==> src/rtl/rtr_next_hop_sched.sv <==
`default_nettype none
// ============================================================================
// Module   : rtr_next_hop_sched
// Brief    : Per-input-port scheduler that lets every VC of the port share one
//            combinational next-hop address unit. Each VC latches the routing
//            info of a new head flit, requests the unit through a round-robin
//            arbiter, captures the returned next-router address and holds it
//            until the tail flit of that packet has left the VC.
// Revision : 1.0 - initial release
// ============================================================================
module rtr_next_hop_sched #(
  parameter int NUM_VCS           = 4,
  parameter int DEST_INFO_WIDTH   = 17,
  parameter int LAR_INFO_WIDTH    = 4,
  parameter int ROUTER_ADDR_WIDTH = 4
) (
  input  logic                                   clk,
  input  logic                                   reset,
  // VC controller side
  input  logic [NUM_VCS-1:0]                     vc_head_valid,
  input  logic [NUM_VCS*DEST_INFO_WIDTH-1:0]     vc_dest_info,
  input  logic [NUM_VCS*LAR_INFO_WIDTH-1:0]      vc_lar_info,
  input  logic [NUM_VCS-1:0]                     vc_tail_done,
  // shared next-hop unit side
  output logic                                   shu_valid,
  output logic [DEST_INFO_WIDTH-1:0]             shu_dest_info,
  output logic [LAR_INFO_WIDTH-1:0]              shu_lar_info,
  input  logic [ROUTER_ADDR_WIDTH-1:0]           shu_next_addr,
  // per-VC route results
  output logic [NUM_VCS-1:0]                     vc_route_valid,
  output logic [NUM_VCS*ROUTER_ADDR_WIDTH-1:0]   vc_next_addr,
  output logic [NUM_VCS-1:0]                     vc_grant,
  output logic                                   err_proto
);

  localparam int PTR_W = (NUM_VCS > 1) ? $clog2(NUM_VCS) : 1;

  typedef enum logic [1:0] {
    ST_IDLE = 2'd0,
    ST_WAIT = 2'd1,
    ST_HOLD = 2'd2
  } vc_state_t;

  // Flattened views of the per-VC latched info; slot i holds VC i (LSB-first
  // internally, the MSB-first packing only applies to the ports).
  logic [NUM_VCS*DEST_INFO_WIDTH-1:0] dest_all;
  logic [NUM_VCS*LAR_INFO_WIDTH-1:0]  lar_all;

  logic [NUM_VCS-1:0] req;
  logic [NUM_VCS-1:0] grant;
  logic [NUM_VCS-1:0] err_vec;
  logic [PTR_W-1:0]   rr_ptr;
  logic [PTR_W-1:0]   grant_idx;

  // --------------------------------------------------------------------------
  // Per-VC route FSM and its latched info / captured address
  // --------------------------------------------------------------------------
  for (genvar i = 0; i < NUM_VCS; i++) begin : g_vc
    localparam int DSL = (NUM_VCS - 1 - i) * DEST_INFO_WIDTH;
    localparam int LSL = (NUM_VCS - 1 - i) * LAR_INFO_WIDTH;
    localparam int ASL = (NUM_VCS - 1 - i) * ROUTER_ADDR_WIDTH;

    vc_state_t                    state;
    logic [DEST_INFO_WIDTH-1:0]   dest_q;
    logic [LAR_INFO_WIDTH-1:0]    lar_q;
    logic [ROUTER_ADDR_WIDTH-1:0] addr_q;

    logic                         head;
    logic                         tail;
    logic [DEST_INFO_WIDTH-1:0]   dest_in;
    logic [LAR_INFO_WIDTH-1:0]    lar_in;

    assign head    = vc_head_valid[i];
    assign tail    = vc_tail_done[i];
    assign dest_in = vc_dest_info[DSL +: DEST_INFO_WIDTH];
    assign lar_in  = vc_lar_info[LSL +: LAR_INFO_WIDTH];

    // IDLE -> WAIT on a head, WAIT -> HOLD on grant, HOLD -> IDLE/WAIT on tail
    always_ff @(posedge clk or posedge reset) begin
      if (reset) begin
        state  <= ST_IDLE;
        dest_q <= '0;
        lar_q  <= '0;
        addr_q <= '0;
      end else begin
        case (state)
          ST_IDLE: begin
            if (head) begin
              dest_q <= dest_in;
              lar_q  <= lar_in;
              state  <= ST_WAIT;
            end
          end
          ST_WAIT: begin
            // a head arriving here is a protocol error and is not latched
            if (grant[i]) begin
              addr_q <= shu_next_addr;
              state  <= ST_HOLD;
            end
          end
          ST_HOLD: begin
            if (tail) begin
              if (head) begin
                // back-to-back packet: reload and re-arbitrate, route drops
                dest_q <= dest_in;
                lar_q  <= lar_in;
                state  <= ST_WAIT;
              end else begin
                state  <= ST_IDLE;
              end
            end
          end
          default: state <= ST_IDLE;
        endcase
      end
    end

    // Protocol checks: head while busy, or tail with no route held
    always_comb begin
      err_vec[i] = 1'b0;
      case (state)
        ST_IDLE: err_vec[i] = tail;
        ST_WAIT: err_vec[i] = head | tail;
        ST_HOLD: err_vec[i] = head & ~tail;
        default: err_vec[i] = 1'b0;
      endcase
    end

    assign req[i]            = (state == ST_WAIT);
    assign vc_route_valid[i] = (state == ST_HOLD);
    assign vc_next_addr[ASL +: ROUTER_ADDR_WIDTH]              = addr_q;
    assign dest_all[i*DEST_INFO_WIDTH +: DEST_INFO_WIDTH]      = dest_q;
    assign lar_all[i*LAR_INFO_WIDTH +: LAR_INFO_WIDTH]         = lar_q;
  end

  // --------------------------------------------------------------------------
  // Round-robin arbiter: first waiting VC at or after the pointer wins
  // --------------------------------------------------------------------------
  // Rotating priority search starting from rr_ptr, at most one grant
  always_comb begin
    int   idx;
    logic found;
    grant     = '0;
    grant_idx = '0;
    found     = 1'b0;
    idx       = 0;
    for (int off = 0; off < NUM_VCS; off++) begin
      idx = int'(rr_ptr) + off;
      if (idx >= NUM_VCS) begin
        idx = idx - NUM_VCS;
      end
      if (!found && req[idx]) begin
        found      = 1'b1;
        grant[idx] = 1'b1;
        grant_idx  = idx[PTR_W-1:0];
      end
    end
  end

  if (NUM_VCS > 1) begin : g_rr_ptr
    // Pointer moves to the VC after the one just granted, holds otherwise
    always_ff @(posedge clk or posedge reset) begin
      if (reset) begin
        rr_ptr <= '0;
      end else if (|grant) begin
        if (grant_idx == PTR_W'(NUM_VCS - 1)) begin
          rr_ptr <= '0;
        end else begin
          rr_ptr <= grant_idx + 1'b1;
        end
      end
    end
  end else begin : g_rr_single
    // A single VC is granted directly whenever it waits
    assign rr_ptr = '0;
  end

  // --------------------------------------------------------------------------
  // Shared-unit drive: one-hot mux of the granted VC's latched info
  // --------------------------------------------------------------------------
  // OR-reduce across the one-hot grant so no-grant yields all zeros
  always_comb begin
    shu_dest_info = '0;
    shu_lar_info  = '0;
    for (int i = 0; i < NUM_VCS; i++) begin
      if (grant[i]) begin
        shu_dest_info = shu_dest_info | dest_all[i*DEST_INFO_WIDTH +: DEST_INFO_WIDTH];
        shu_lar_info  = shu_lar_info  | lar_all[i*LAR_INFO_WIDTH +: LAR_INFO_WIDTH];
      end
    end
  end

  assign vc_grant  = grant;
  assign shu_valid = |grant;

  // Sticky protocol-violation flag, cleared only by reset
  always_ff @(posedge clk or posedge reset) begin
    if (reset) begin
      err_proto <= 1'b0;
    end else if (|err_vec) begin
      err_proto <= 1'b1;
    end
  end

endmodule
`default_nettype wire

==> config.mk <==
export PLATFORM = sky130hd
export DESIGN_NAME = rtr_next_hop_sched
export DESIGN_NICKNAME = d
export VERILOG_FILES = /design/src/rtl/rtr_next_hop_sched.sv
export SDC_FILE = /design/constraint.sdc
export NUM_CORES = 1
export LEC_CHECK = 0
export CAP_MARGIN = 30
export CORE_MARGIN = 5
export CORE_UTILIZATION = 55
export CTS_CLUSTER_SIZE = 10
export DETAILED_ROUTE_END_ITERATION = 10
export DONT_BUFFER_PORTS = 1
export PLACE_DENSITY = 0.78
export SYNTH_ARGS = -nofsm -noshare
export SYNTH_HDL_FRONTEND = slang
export SYNTH_SLANG_ARGS = --single-unit
==> constraint.sdc <==
create_clock -name clk -period 4.2 [get_ports clk]
set_input_delay 0.42 -clock clk [delete_from_list [all_inputs] [get_ports clk]]
set_output_delay 0.42 -clock clk [all_outputs]
set_load 0.03 [all_outputs]
Word-level counts from Yosys, hierarchy flattened
Cells that the tools add are included.
- bits in registers: 111
- input port bits: 98
- output and inout bits: 47
- $add $sub $neg: 8
- magnitude comparators: 12
- equality and inequality tests: 21
- muxes and demuxes: 92
- bitwise operators: 21
- reductions and logical operators: 32
- operators by type and width (operator ; number):
    $mux W17 ; 12
    $pmux W17 S2 ; 4
    $ge A32 B1 Y1 const B ; 4
    $lt A32 B4 Y1 const B ; 4
    $mux W32 ; 4
    $mux W4 ; 16
    $or A17 B17 Y17 ; 3
    $mux W2 ; 17
    $pmux W4 S2 ; 4
    $ne A2 B2 Y1 const B ; 12
    $or A4 B4 Y4 ; 6
    $pmux W2 S3 ; 4
    $mux W1 ; 19
    $reduce_and A2 Y1 ; 8
    $pmux W1 S3 ; 4
    $reduce_and A3 Y1 ; 4
    $sub A3 B3 Y4 const B ; 3
    $eq A2 B2 Y1 const B ; 5
    $ge A3 B3 Y1 const B ; 3
    $bmux W1 S2 ; 4
    $demux W1 S2 ; 4
    $eq A2 B1 Y1 const B ; 4
    $logic_not A2 Y1 ; 4
    $reduce_bool A2 Y1 ; 4
    11 further kinds ; 30

Depth between registers and ports, before layout
- word-level depth: 22
- mapped depth: 11
- mapped depth without buffers: 8

Worst setup path before layout
OpenSTA, ideal clock, no wires.
- kind: reg2out
- start: reg with a tool-made name
- end: out shu_dest_info[11]
- data arrival time: 2896 ps
- data required time: 3780 ps
- path slack: 884 ps
- cell stages (with the launch flop): 12
- path buffers: 3
- path through: dfrtp_1 buf_2 inv_1 ha_1 clkbuf_1 or3_1 o22ai_1 nor2_1 o22ai_4 buf_2 a22oi_1 nand2_1
- RTL lines (what ; RTL line ; source):
    end, declared ; 26 ; output logic [DEST_INFO_WIDTH-1:0] shu_dest_info,

Worst setup path after layout
- start: reg rr_ptr[1]
- end: out shu_dest_info[6]
- longest elaborated chain between the ends: 22
- elaborated cells on any way between the ends: 70
- classes of those cells: add/sub (7); order compare (12); mux (35); bitwise (6); reduce/logical (10)
- ends and longest elaborated chain (what ; RTL line ; source):
    start, declared ; 52 ; logic [PTR_W-1:0] rr_ptr;
    start signal, assigned ; 169 ; rr_ptr <= grant_idx + 1'b1;
    parallel branches: the longest is 14 deep, another holds $ge A32 B1 Y1 ; -- ;
    $mux W4 (*) ; 152 ; if (!found && req[idx]) begin
    $mux W17 ; 186 ; if (grant[i]) begin
    $or A17 B17 Y17 ; 187 ; shu_dest_info = shu_dest_info | dest_all[i*DEST_INFO_WIDTH +: DEST_INFO_WIDTH];
    $mux W17 ; 186 ;
    $or A17 B17 Y17 ; 187 ;
    $mux W17 ; 186 ;
    $or A17 B17 Y17 ; 187 ;
    $mux W17 (*) ; 186 ;
Every way passes the cells marked *. The select of a mux whose other input is x is not followed.

==> results.toml <==
[synth]
synthArstFlopShare_pct = 100
synth_area_leaders = "dfrtp_1 52%, mux2_2 19%, a22oi_1 6.0%"
ys_types = 47
synth_seq_cells = 111
ys_seq_area_share_pct = 51.9
syn_area_um2 = 5360
synth_cells = 419
synth_edf_count = 0
synth_top_flop_cell = "dfrtp_1"
syn-num-nets = 525
yosysWarnings = 0
synth.most_common_cell = "dfrtp_1"
synthTopCellsByCount = "111 x dfrtp_1, 88 x mux2_2, 43 x a22oi_1"
synth_top_area_cell = "dfrtp_1"
avgSynthCellArea_um2 = 12.8
yosysTopAreaCellShare_pct = 51.9

[cts]
clockBufferDepth = 2
cts-hold-fix-buffers = 1
cts_made_buffers = 9
cts_tree = "built"
cts.clk_slew.worst_paths_ns = 0.11
clk_latency_ns = 0.37
clock-sinks = 111
ctsResizeCount = 0
clockRootBuffer = "clkbuf_8"
post_cts_buffers = 0
cts_max_level = 3

[routing]
avgViaCountPerCell = 6.19
drt-total-wl_mm = 12.9
drc = 0
vias = 3561
wire_per_inst_um = 22.4
drtAntennaViolNets = 0
firstDrtPassIters = 4
initialDrtViolationCount = 172

[timing]
rsz0062_at_grt = "no"
worst_pin_slew_ns = 0.683
relSlewSlack_pct = 54.4
fmax_mhz = 249
timing_hold_violations_final = 0
setup_viol = 0
post-route-period-util_pct = 95.7
drv_slew = 0
min_period_ns = 4.02
skew_ns = 0.00510
setup_tns_ns = 0

[critical_path]
cp_max_fo = 15
critPathLaunchType = "register"
arrival_ns = 3.60
crit_start = "rr_ptr[1]$_DFFE_PP0P_"
rr_startpoint = "rr_ptr[1]$_DFFE_PP0P_"
cp_data_required_time_ns = 3.78
critical_path_class = "reg -> out"
cp-end-kind = "output pin"

[final_layout]
areaGrowthSynthToFinish_pct = 10.7
diodes = 0
layout.cells.non_filler = 575
nFillCells = 768
multi_input_area_um2 = 2440
nets = 543
drive_gt1_share_pct = 37.1
regArea_um2 = 2780

[placement]
port-buffer-count = 0
dp_hpwl_mm = 9.14
place_inst = 557
place.gp.congestion = 0.904

[die]
die-width_um = 109
die-height_um = 109
fp.dieArea_um2 = 11800
core-area_um2 = 9640
rows = 36
initial_core_util_pct = 55.6
io-pin-count = 145

[global_route]
grt_usage_pct = 22.8
grt_pass1_vias = 3863
grt_pass1_wl_mm = 20.6
antenna_found_initial = 1
overflow = 0
grt_max_degree = 62

[min_path]
hp-start = "shu_next_addr[0]"
hold_path_class = "in -> reg"

[status]
status = "complete, no violations"

[run]
cap_violations = 0
[stage by stage]
| stage | hold slack [ns] | instance area (µm²) | worst slack, ns | util (%) |
|---|---|---|---|---|
| 2_1_floorplan | 0.481 | 5360 | 0.849 | - |
| 3_3_place_gp | 0.490 | 5660 | 0.750 | 58.7 |
| 3_5_place_dp | 0.295 | 5690 | 0.661 | 59.0 |
| 4_1_cts | 0.147 | 5900 | 0.224 | 61.2 |
| 5_1_grt | 0.149 | 5930 | 0.0245 | 61.5 |
| 6_report | 0.169 | 5930 | 0.180 | 61.5 |
[area by class of cell]
| class | count | share of cell area (%) |
|---|---|---|
| clock buffers | 9 | 2.09 |
| clock inverters | 7 | 1.37 |
| inverters | 12 | 0.802 |
| multi-input cells | 271 | 41.1 |
| flip-flops and latches | 111 | 46.8 |
| well taps | 133 | 2.81 |
| repair buffers | 32 | 4.98 |
[flip-flops by register name, summed over array words and instances (netlist names), named ones only]
signal and cells:
g_vc.addr_q 16, g_vc.state 8, rr_ptr 1, g_vc.lar_q 16, g_vc.dest_q 68, err_proto 1
[cell usage in the layout, fill, tap and decap left out, types with 4 or more instances in the layout]
cell / count
clkbuf_8: 9
a21oi_1: 5
nand2_1: 29
mux2_1: 4
nor2_1: 9
o21ai_0: 12
ha_1: 8
nand2b_1: 5
buf_4: 28
mux2_4: 8
a22oi_1: 43
and2_1: 5
mux4_2: 5
dfrtp_1: 111
mux2_2: 88
inv_1: 11
nor2b_1: 5
[kinds of logic after synthesis]
logic type,synth area share [%]
simple gates,6.82
xor+xnor,0.164
buf+inv,3.06
mux,23.9
flops,51.9
compound gates,12.3
fa+ha+maj,1.87
[worst max-delay path, cell delays in order (launching register included)]
cell and delay [ns]:
dfrtp_1 0.60, inv_1 0.23, ha_1 0.55, mux4_2 0.46, a221oi_2 0.41, o22ai_4 0.23, buf_12 0.22, a22oi_1 0.26
nand2_1 0.08, buf_4 0.17
[worst paths after layout]
| check | to | slack, ns | cells after the start |
|---|---|---|---|
| setup / recovery | shu_dest_info[6] | 0.18 | 9 |
| hold / removal | g_vc[2].addr_q[0]$_DFFE_PP0P_ | 0.17 | 1 |
| setup reg to reg | g_vc[3].addr_q[1]$_DFFE_PP0P_ | 0.63 | 9 |
| hold reg to reg | g_vc[0].lar_q[2]$_DFFE_PP0P_ | 0.52 | 1 |
| max in group asynchronous | g_vc[3].dest_q[11]$_DFFE_PP0P_ | 2.73 | 4 |
| min in group asynchronous | g_vc[1].addr_q[1]$_DFFE_PP0P_ | 0.49 | 2 |
[metal layers]
layer / global-route usage, % / vias to the layer above / part of all wire (%)
met5: 0 / - / 0.10
met2: 37.5 / 161 / 50
met4: 7.75 / 2 / 1.1
met1: 27.1 / 1809 / 38
li1: - / 1573 / -
met3: 9.59 / 16 / 11
Power is not shown: default switching activity piles up to over one toggle a cycle in this logic, so the estimate is an artifact.
